<file path="config.mk">
export PLATFORM = sky130hd
export DESIGN_NAME = vrf_wb_queue_flat
export DESIGN_NICKNAME = d
export VERILOG_FILES = /design/src/rtl/vrf_wb_pkg.sv /design/src/rtl/vrf_wb_queue_if.sv /design/src/rtl/vrf_wb_fifo.sv /design/src/rtl/vrf_wb_queue.sv /design/src/flat_wrapper.sv
export SDC_FILE = /design/constraint.sdc
export NUM_CORES = 2
export LEC_CHECK = 0
export CAP_MARGIN = 20
export CORE_MARGIN = 3
export CORE_UTILIZATION = 54
export CTS_CLUSTER_SIZE = 20
export DETAILED_ROUTE_END_ITERATION = 8
export PLACE_DENSITY = 0.8
export SYNTH_ARGS = -nofsm -noshare
export SYNTH_HDL_FRONTEND = slang
export SYNTH_HIERARCHICAL = 1
export SYNTH_SLANG_ARGS = --single-unit
</file>
<file path="constraint.sdc">
create_clock -name vsi_clk -period 12.2 [get_ports vsi_clk]
set_input_delay 2.44 -clock vsi_clk [delete_from_list [all_inputs] [get_ports vsi_clk]]
set_output_delay 2.44 -clock vsi_clk [all_outputs]
set_load 0.005 [all_outputs]
</file>
<file path="src/rtl/vrf_wb_pkg.sv">
// Shared constants and entry layout for the vector register file write-back queue.
package vrf_wb_pkg;

  localparam int unsigned VLEN     = 128;
  localparam int unsigned NUM_VREG = 32;
  localparam int unsigned VREG_AW  = 5;
  localparam int unsigned MAX_GRP  = 4;
  localparam int unsigned STRB_W   = 16;

  typedef struct packed {
    logic [VREG_AW-1:0]                 base;
    logic                               lmul;
    logic [MAX_GRP-1:0][STRB_W-1:0]     wstrb;
    logic [MAX_GRP-1:0][VLEN-1:0]       wdata;
  } wb_entry_t;

  typedef enum logic {
    WB_IDLE,
    WB_DRAIN
  } wb_state_e;

endpackage

</file>
<file path="src/rtl/vrf_wb_queue_if.sv">
// Result-group handshake from the vector execute datapath into the write-back queue.
interface vrf_wb_queue_if;
  import vrf_wb_pkg::*;

  logic                           in_valid;
  logic                           in_ready;
  logic                           in_lmul;
  logic [VREG_AW-1:0]             in_waddr;
  logic [MAX_GRP-1:0][STRB_W-1:0] in_wstrb;
  logic [MAX_GRP-1:0][VLEN-1:0]   in_wdata;

  modport master (
    output in_valid, in_lmul, in_waddr, in_wstrb, in_wdata,
    input  in_ready
  );

  modport slave (
    input  in_valid, in_lmul, in_waddr, in_wstrb, in_wdata,
    output in_ready
  );

endinterface

</file>
<file path="src/rtl/vrf_wb_fifo.sv">
// Group-entry storage for the write-back queue: pointers, occupancy and per-slot valid flags.
module vrf_wb_fifo
  import vrf_wb_pkg::*;
#(
  parameter int unsigned DEPTH = 4
) (
  input  logic                         clk,
  input  logic                         rst,
  input  logic                         push,
  input  wb_entry_t                    push_entry,
  input  logic                         pop,
  output wb_entry_t [DEPTH-1:0]        slot,
  output logic [DEPTH-1:0]             slot_valid,
  output logic [$clog2(DEPTH)-1:0]     head_idx,
  output logic [$clog2(DEPTH):0]       count,
  output logic                         full,
  output logic                         empty
);

  localparam int unsigned AW = $clog2(DEPTH);

  wb_entry_t [DEPTH-1:0] mem_q;
  logic [AW-1:0]         wr_ptr_q;
  logic [AW-1:0]         rd_ptr_q;
  logic [AW:0]           count_q;

  // Lanes 1-3 of a single-register group are never written into storage.
  always_ff @(posedge clk) begin
    if (push) begin
      mem_q[wr_ptr_q].base     <= push_entry.base;
      mem_q[wr_ptr_q].lmul     <= push_entry.lmul;
      mem_q[wr_ptr_q].wstrb[0] <= push_entry.wstrb[0];
      mem_q[wr_ptr_q].wdata[0] <= push_entry.wdata[0];
      if (push_entry.lmul) begin
        for (int unsigned l = 1; l < MAX_GRP; l++) begin
          mem_q[wr_ptr_q].wstrb[2'(l)] <= push_entry.wstrb[2'(l)];
          mem_q[wr_ptr_q].wdata[2'(l)] <= push_entry.wdata[2'(l)];
        end
      end
    end
  end

  always_ff @(posedge clk or posedge rst) begin
    if (rst) begin
      wr_ptr_q <= '0;
      rd_ptr_q <= '0;
      count_q  <= '0;
    end else begin
      if (push) wr_ptr_q <= wr_ptr_q + 1'b1;
      if (pop)  rd_ptr_q <= rd_ptr_q + 1'b1;
      count_q <= count_q + (AW+1)'(push) - (AW+1)'(pop);
    end
  end

  always_comb begin
    slot_valid = '0;
    for (int unsigned i = 0; i < DEPTH; i++) begin
      logic [AW-1:0] off;
      off           = AW'(i) - rd_ptr_q;
      slot_valid[i] = ({1'b0, off} < count_q);
    end
  end

  assign slot     = mem_q;
  assign head_idx = rd_ptr_q;
  assign count    = count_q;
  assign full     = (count_q == (AW+1)'(DEPTH));
  assign empty    = (count_q == '0);

endmodule

</file>
<file path="src/rtl/vrf_wb_queue.sv">
// Write-back queue: buffers 1- or 4-register result groups and drains them one register per cycle.
// Optional build macro VRF_WB_STRB_SKIP_EN skips lanes whose byte strobes are all zero.
module vrf_wb_queue
  import vrf_wb_pkg::*;
#(
  parameter int unsigned DEPTH = 4
) (
  input  logic                 vsi_clk,
  input  logic                 vsi_rst,
  vrf_wb_queue_if.slave        in_bus,
  output logic                 vsi_rf_we,
  output logic [VREG_AW-1:0]   vsi_rf_waddr,
  output logic [STRB_W-1:0]    vsi_rf_wstrb,
  output logic [VLEN-1:0]      vsi_rf_wdata,
  output logic [NUM_VREG-1:0]  pending_mask,
  output logic                 wb_idle
);

  localparam int unsigned AW = $clog2(DEPTH);

  wb_entry_t [DEPTH-1:0] slot;
  logic [DEPTH-1:0]      slot_valid;
  logic [AW-1:0]         head_idx;
  logic [AW:0]           count;
  logic [AW:0]           cnt_nxt;
  logic                  full;
  logic                  empty;
  wb_entry_t             push_entry;
  wb_entry_t             head;
  logic                  push;
  logic                  pop;
  logic                  drain;
  wb_state_e             state_q;
  logic [1:0]            sub_idx_q;
  logic [1:0]            cur;
  logic                  has_cur;
  logic                  more;

  function automatic logic lane_live(input wb_entry_t e, input logic [1:0] l);
`ifdef VRF_WB_STRB_SKIP_EN
    return (e.lmul || l == 2'd0) && (e.wstrb[l] != '0);
`else
    return (e.lmul || l == 2'd0);
`endif
  endfunction

  assign in_bus.in_ready = !full;
  assign push            = in_bus.in_valid && !full;

  always_comb begin
    push_entry       = '0;
    push_entry.base  = in_bus.in_waddr;
    push_entry.lmul  = in_bus.in_lmul;
    push_entry.wstrb = in_bus.in_wstrb;
    push_entry.wdata = in_bus.in_wdata;
  end

  vrf_wb_fifo #(.DEPTH(DEPTH)) u_fifo (
    .clk        (vsi_clk),
    .rst        (vsi_rst),
    .push       (push),
    .push_entry (push_entry),
    .pop        (pop),
    .slot       (slot),
    .slot_valid (slot_valid),
    .head_idx   (head_idx),
    .count      (count),
    .full       (full),
    .empty      (empty)
  );

  assign head    = slot[head_idx];
  assign drain   = (state_q == WB_DRAIN);
  assign cnt_nxt = count + (AW+1)'(push) - (AW+1)'(pop);
  assign wb_idle = empty;

  // Current lane is the first live lane at or after sub_idx; the head pops when no
  // live lane follows it. Without strobe skipping this reduces to cur == sub_idx.
  always_comb begin
    has_cur = 1'b0;
    cur     = '0;
    more    = 1'b0;
    for (int unsigned l = 0; l < MAX_GRP; l++) begin
      if (lane_live(head, 2'(l)) && 2'(l) >= sub_idx_q) begin
        if (!has_cur) begin
          has_cur = 1'b1;
          cur     = 2'(l);
        end else begin
          more = 1'b1;
        end
      end
    end
  end

  assign pop = drain && !more;

  always_ff @(posedge vsi_clk or posedge vsi_rst) begin
    if (vsi_rst) begin
      state_q   <= WB_IDLE;
      sub_idx_q <= '0;
    end else begin
      state_q <= (cnt_nxt != '0) ? WB_DRAIN : WB_IDLE;
      if (pop)        sub_idx_q <= '0;
      else if (drain) sub_idx_q <= cur + 2'd1;
    end
  end

  always_comb begin
    vsi_rf_we    = 1'b0;
    vsi_rf_waddr = '0;
    vsi_rf_wstrb = '0;
    vsi_rf_wdata = '0;
    if (drain && has_cur) begin
      vsi_rf_we    = 1'b1;
      vsi_rf_waddr = head.base + VREG_AW'(cur);
      vsi_rf_wstrb = head.wstrb[cur];
      vsi_rf_wdata = head.wdata[cur];
    end
  end

  always_comb begin
    pending_mask = '0;
    for (int unsigned i = 0; i < DEPTH; i++) begin
      for (int unsigned l = 0; l < MAX_GRP; l++) begin
        if (slot_valid[i] && lane_live(slot[i], 2'(l)) &&
            (AW'(i) != head_idx || 2'(l) >= sub_idx_q)) begin
          pending_mask[slot[i].base + VREG_AW'(l)] = 1'b1;
        end
      end
    end
  end

endmodule

</file>
<file path="src/flat_wrapper.sv">
// flat-port wrapper written by rule: the top's interface ports become plain ports
module vrf_wb_queue_flat import vrf_wb_pkg::*;
#(
  parameter int unsigned DEPTH = 4
)
  (vsi_clk, vsi_rst, vsi_rf_we, vsi_rf_waddr, vsi_rf_wstrb, vsi_rf_wdata, pending_mask, wb_idle, in_bus_in_valid, in_bus_in_lmul, in_bus_in_waddr, in_bus_in_wstrb, in_bus_in_wdata, in_bus_in_ready);
  vrf_wb_queue_if in_bus_i ();
  input  logic vsi_clk;
  input  logic vsi_rst;
  output logic vsi_rf_we;
  output logic [VREG_AW-1:0] vsi_rf_waddr;
  output logic [STRB_W-1:0] vsi_rf_wstrb;
  output logic [VLEN-1:0] vsi_rf_wdata;
  output logic [NUM_VREG-1:0] pending_mask;
  output logic wb_idle;
  input wire logic [$bits(in_bus_i.in_valid)-1:0] in_bus_in_valid;
  input wire logic [$bits(in_bus_i.in_lmul)-1:0] in_bus_in_lmul;
  input wire logic [$bits(in_bus_i.in_waddr)-1:0] in_bus_in_waddr;
  input wire logic [$bits(in_bus_i.in_wstrb)-1:0] in_bus_in_wstrb;
  input wire logic [$bits(in_bus_i.in_wdata)-1:0] in_bus_in_wdata;
  output wire logic [$bits(in_bus_i.in_ready)-1:0] in_bus_in_ready;
  assign in_bus_i.in_valid = in_bus_in_valid;
  assign in_bus_i.in_lmul = in_bus_in_lmul;
  assign in_bus_i.in_waddr = in_bus_in_waddr;
  assign in_bus_i.in_wstrb = in_bus_in_wstrb;
  assign in_bus_i.in_wdata = in_bus_in_wdata;
  assign in_bus_in_ready = in_bus_i.in_ready;
  vrf_wb_queue #(.DEPTH(DEPTH)) u_core (.vsi_clk(vsi_clk), .vsi_rst(vsi_rst), .in_bus(in_bus_i), .vsi_rf_we(vsi_rf_we), .vsi_rf_waddr(vsi_rf_waddr), .vsi_rf_wstrb(vsi_rf_wstrb), .vsi_rf_wdata(vsi_rf_wdata), .pending_mask(pending_mask), .wb_idle(wb_idle));
endmodule
</file>
==> results list <==
- In the layout the commonest cells are sky130_fd_sc_hd__edfxtp_1 (2,328), sky130_fd_sc_hd__and3_1 (1,748), sky130_fd_sc_hd__clkdlybuf4s50_1 (767).
- Tightest Pin Transition: 1230 ps
- After synthesis, the largest family of logic cells by area is simple AND/OR/NAND/NOR gates.
- Syn nets: 7,582
- Buffers inserted during clock tree synthesis total 225.
* Number of different library cells in the post-synthesis netlist: 100
- In the final design database the tool counted 8,018 nets.
- Commonest non-fill, non-tap cell in the layout: sky130_fd_sc_hd__edfxtp_1
* Cell area after synthesis: 0.109 mm^2
* Number of H-tree branching levels: 4
- The filler cells instantiated in the layout total ~14,000.
* DP Cell Count: 9,832
- Worst clock skew: 76.6 ps
- Number of input and output port buffers inserted: 768
- Derived from the worst setup path, the maximum achievable clock frequency is 0.112 GHz.
- During synthesis, Yosys emitted a total of 6 warnings.
- Setup repair after global routing missed its margin: no
* Biggest fanout along the worst timing path: 67
* Wire length per cell: between 30 and 40 um
- Total wire length: 357,000 um
- At the end of routability-driven placement, the weighted congestion stood at around 0.97.
- Share of synthesized cell area in and, or, nand and nor gates: 0.136
- The worst hold path begins at u_core/drain$_DFF_PP0_.
- The die covers 0.207 mm^2.
* Clock tree sinks: approximately 2,300
* Number of buffers inserted by hold repair at cts: 0
- Data arrives at the worst endpoint at 6490 ps.
- Grt total ovfl: 0
- Post-CTS Repair Setup Buffers: 0
- Number of flops mapped to enable cells by yosys: 2,328
- Setup violations remaining at the end of the flow were counted as 0.
- Detailed Routing Iterations Pass 1: 8
- Detailed placement finished with a half-perimeter wire length of 218,000 um.
* Total routing usage reported by global routing: 0.338
- Flip-flop and latch count after synthesis: about 2,300
- Std cell rows: around 160
- Initial core utilization: 0.544
- The count of cells in the finished layout, fillers not included, comes to 10,400.
- Proportion of synthesized area in mux cells: 0.135
* Status: completed
- CP Data Required Time: 9760 ps
- At the later pin of the worst-skew pair, clock insertion delay measures 880 ps.
- The floorplan step defined a core boundary enclosing 0.200 mm^2.
- In the synthesized netlist the async set-or-reset flop fraction comes to 0.00428.
* Average cell area after synthesis: 15.6 um^2
* Synthesized instance count: 6,972
- After clock tree synthesis, the repair step resized 0 gates.
- In this run the deepest clock path goes through 3 buffers.
* Worst reg2reg path startpoint: u_core/u_fifo/wr_ptr_q[0]$_DFFE_PP0P_
- Pwr dens: approximately 230 mW/mm^2
* Number of design-rule violations left by the first detailed-router iteration: 10,200
- In the synthesized netlist the dominant register cell turns out to be sky130_fd_sc_hd__edfxtp_1.
- Core occupancy in the finished layout: 0.628
- Share of the synthesized area in compound gates (AO/OA/AOI/OAI): 0.0449
- VDD sags by at most 0.250 mV.
- Global-route wire length before repair: 503,000 um
- For this run, design rule violations remaining after detail routing come to 0.
- Max Transition Viols Final: 0
- Startpoint types: flop
- Maximum number of pins on one net before global-route repair: roughly 190
- Across all layers, the routed design uses 70,900 vias.
- Final count of hold timing violations: 0
- The number of antenna violations at the first check in global routing is 185.
- From bottom edge to top edge, the die measures 455 um.
* Via count of the first global-routing pass: 69,600
* Final critical delay including setup and external delays: 8930 ps
* CP endpoint kind: primary output
- After detailed routing, the number of vias per cell comes to 6.83.
- Period Utilization, post-route: 0.732
- Slew Limit Headroom: 0.183
- First element of the critical path: u_core/u_fifo/head_idx[1]$_DFFE_PP0P_
* Count of max-cap constraint violations: 0
* Clock tree from TritonCTS: built
- Area growth syn-to-layout: 15.6%
* Share of synthesized area occupied by flip-flops and latches: 0.646
* Leak Pwr: 46.3 nW
- Of the total synthesized cell area, the portion taken by full adders, half adders and majority gates is 0.00309.
* Hold/Removal Path Class: flop to flop
* Clock slew seen by the registers of the worst setup and hold paths: 60 ps
* Share of cells above drive strength 1: 0.146
- The critical path is of the flop to primary output type.
- In this run the remaining antenna-violating nets after routing total 0.
- The tree is rooted in a sky130_fd_sc_hd__clkbuf_16.
* I/O Pins: between 700 and 800
- The die is 455 um wide.
* Xor-xnor portion of the synthesized cell area: 0.00272
==> logic make-up after synthesis <==
kind of cell,Yosys count
adder cells (fa/ha/maj),25
flip-flops,2338
AO/OA/AOI/OAI,654
AND/OR/NAND/NOR,2454
multiplexers,732
buffers and inverters,737
XOR/XNOR,32
==> worst max-delay path, cell delays in order, from the launching register on <==
cell and delay, ps:
sky130_fd_sc_hd__dfrtp_4 740, sky130_fd_sc_hd__buf_4 880, sky130_fd_sc_hd__mux4_2 600, sky130_fd_sc_hd__nand2_8 620, sky130_fd_sc_hd__buf_4 720, sky130_fd_sc_hd__inv_1 170, sky130_fd_sc_hd__ha_1 260, sky130_fd_sc_hd__fa_1 550
sky130_fd_sc_hd__and2_1 290, sky130_fd_sc_hd__clkdlybuf4s50_1 660
==> where the power goes <==
| part | internal, mW | switching (mW) | leakage (nW) |
|---|---|---|---|
| registers | 10.3 | 0.343 | 20.8 |
| clock network | 3.91 | 3.06 | 3.56 |
| logic | 4.67 | 6.73 | 21.9 |
==> final cells by class <==
| cell class | instances | area [um^2] | area share |
|---|---|---|---|
| Antenna cell | 144 | 360 | 0.00287 |
| Clock buffer | 269 | 5840 | 0.0465 |
| Clock inverter | 142 | 1530 | 0.0122 |
| Inverter | 40 | 155 | 0.00124 |
| Multi-Input combinational cell | 3897 | 35100 | 0.280 |
| Sequential cell | 2338 | 70200 | 0.559 |
| Tap cell | 2656 | 3320 | 0.0265 |
| Timing Repair Buffer | 906 | 9070 | 0.0723 |
==> flip-flops by register name, indices dropped and copies added (netlist names) <==
| register | count |
|---|---|
| u_core/drain | 1 |
| u_core/sub_idx_q | 2 |
| u_core/u_fifo/count | 3 |
| u_core/u_fifo/head_idx | 2 |
| u_core/u_fifo/slot | 2328 |
| u_core/u_fifo/wr_ptr_q | 2 |
==> metrics by stage <==
| step | area, um^2 | TNS, ps | hold WS, ps | setup slack (ps) | total power, mW |
|---|---|---|---|---|---|
| after floorplan | 109000 | -515160 | 494 | -1190 | 17.5 |
| after global placement | 118000 | 0 | 593 | 4080 | 21.9 |
| after detailed placement | 118000 | 0 | 610 | 4070 | 22.0 |
| after CTS | 125000 | 0 | 642 | 3090 | 28.9 |
| after global routing | 125000 | 0 | 667 | 3010 | 29.9 |
| final | 126000 | 0 | 648 | 3270 | 29.0 |
==> worst paths after layout <==
| path | slack, ps | end | depth (start not counted) |
|---|---|---|---|
| hold reg to reg | 650 | u_core/sub_idx_q[0]$_DFFE_PP0P_ | 1 |
| min in group asynchronous | 2040 | u_core/drain$_DFF_PP0_ | 2 |
| max in group asynchronous | 9790 | u_core/u_fifo/head_idx[0]$_DFFE_PP0P_ | 2 |
| setup / recovery | 3270 | vsi_rf_waddr[1] | 9 |
| setup reg to reg | 6890 | u_core/u_fifo/slot[1300]$_DFFE_PP_ | 6 |
| hold / removal | 650 | u_core/sub_idx_q[0]$_DFFE_PP0P_ | 1 |
==> Yosys cell counts (7+ instances only) <==
library cell / instances / share of area
sky130_fd_sc_hd__nor4_1: 10 / 0.00058
sky130_fd_sc_hd__nand3_1: 66 / 0.0030
sky130_fd_sc_hd__buf_1: 24 / 0.00083
sky130_fd_sc_hd__nor2b_1: 21 / 0.0012
sky130_fd_sc_hd__a31oi_1: 10 / 0.00058
sky130_fd_sc_hd__xor2_1: 14 / 0.0011
sky130_fd_sc_hd__ha_1: 22 / 0.0025
sky130_fd_sc_hd__nor2_1: 119 / 0.0041
sky130_fd_sc_hd__o21ai_0: 42 / 0.0019
sky130_fd_sc_hd__and2_1: 166 / 0.0096
sky130_fd_sc_hd__o221ai_1: 15 / 0.0012
sky130_fd_sc_hd__dfrtp_1: 10 / 0.0023
sky130_fd_sc_hd__xnor2_1: 16 / 0.0013
sky130_fd_sc_hd__a22oi_1: 22 / 0.0015
sky130_fd_sc_hd__or2_2: 15 / 0.00086
sky130_fd_sc_hd__clkbuf_1: 339 / 0.012
sky130_fd_sc_hd__o211ai_1: 12 / 0.00083
sky130_fd_sc_hd__a211oi_1: 300 / 0.021
sky130_fd_sc_hd__a32oi_1: 29 / 0.0023
sky130_fd_sc_hd__nor3_1: 38 / 0.0018
sky130_fd_sc_hd__or4_1: 16 / 0.0011
sky130_fd_sc_hd__nand3b_1: 11 / 0.00076
sky130_fd_sc_hd__mux4_2: 582 / 0.12
sky130_fd_sc_hd__inv_1: 38 / 0.0013
sky130_fd_sc_hd__or3_1: 25 / 0.0014
sky130_fd_sc_hd__o22ai_1: 49 / 0.0028
sky130_fd_sc_hd__buf_6: 44 / 0.0046
sky130_fd_sc_hd__buf_4: 32 / 0.0022
sky130_fd_sc_hd__o21a_1: 7 / 0.00048
sky130_fd_sc_hd__nand4_1: 25 / 0.0014
sky130_fd_sc_hd__nand2_1: 112 / 0.0039
sky130_fd_sc_hd__mux2i_1: 148 / 0.014
sky130_fd_sc_hd__o32ai_1: 14 / 0.0011
sky130_fd_sc_hd__edfxtp_1: 2328 / 0.64
sky130_fd_sc_hd__a2111oi_0: 9 / 0.00073
sky130_fd_sc_hd__nand4b_1: 8 / 0.00064
sky130_fd_sc_hd__nand2b_1: 29 / 0.0017
sky130_fd_sc_hd__buf_2: 252 / 0.012
sky130_fd_sc_hd__and3_1: 1752 / 0.10
sky130_fd_sc_hd__a21oi_1: 43 / 0.0020
sky130_fd_sc_hd__o2111ai_1: 13 / 0.0010
sky130_fd_sc_hd__a211o_1: 7 / 0.00056
==> metal layers <==
| layer | GRT usage | vias to the layer above | part of all wire | wire (um) |
|---|---|---|---|---|
| li1 | - | 29200 | - | - |
| met1 | 0.445 | 35800 | 0.36 | 127000 |
| met2 | 0.516 | 4943 | 0.47 | 169000 |
| met3 | 0.0752 | 949 | 0.11 | 37500 |
| met4 | 0.205 | 70 | 0.065 | 23300 |
| met5 | 0 | - | 0.0014 | 506 |
No activity file was read; power rests on OpenSTA's default activity.
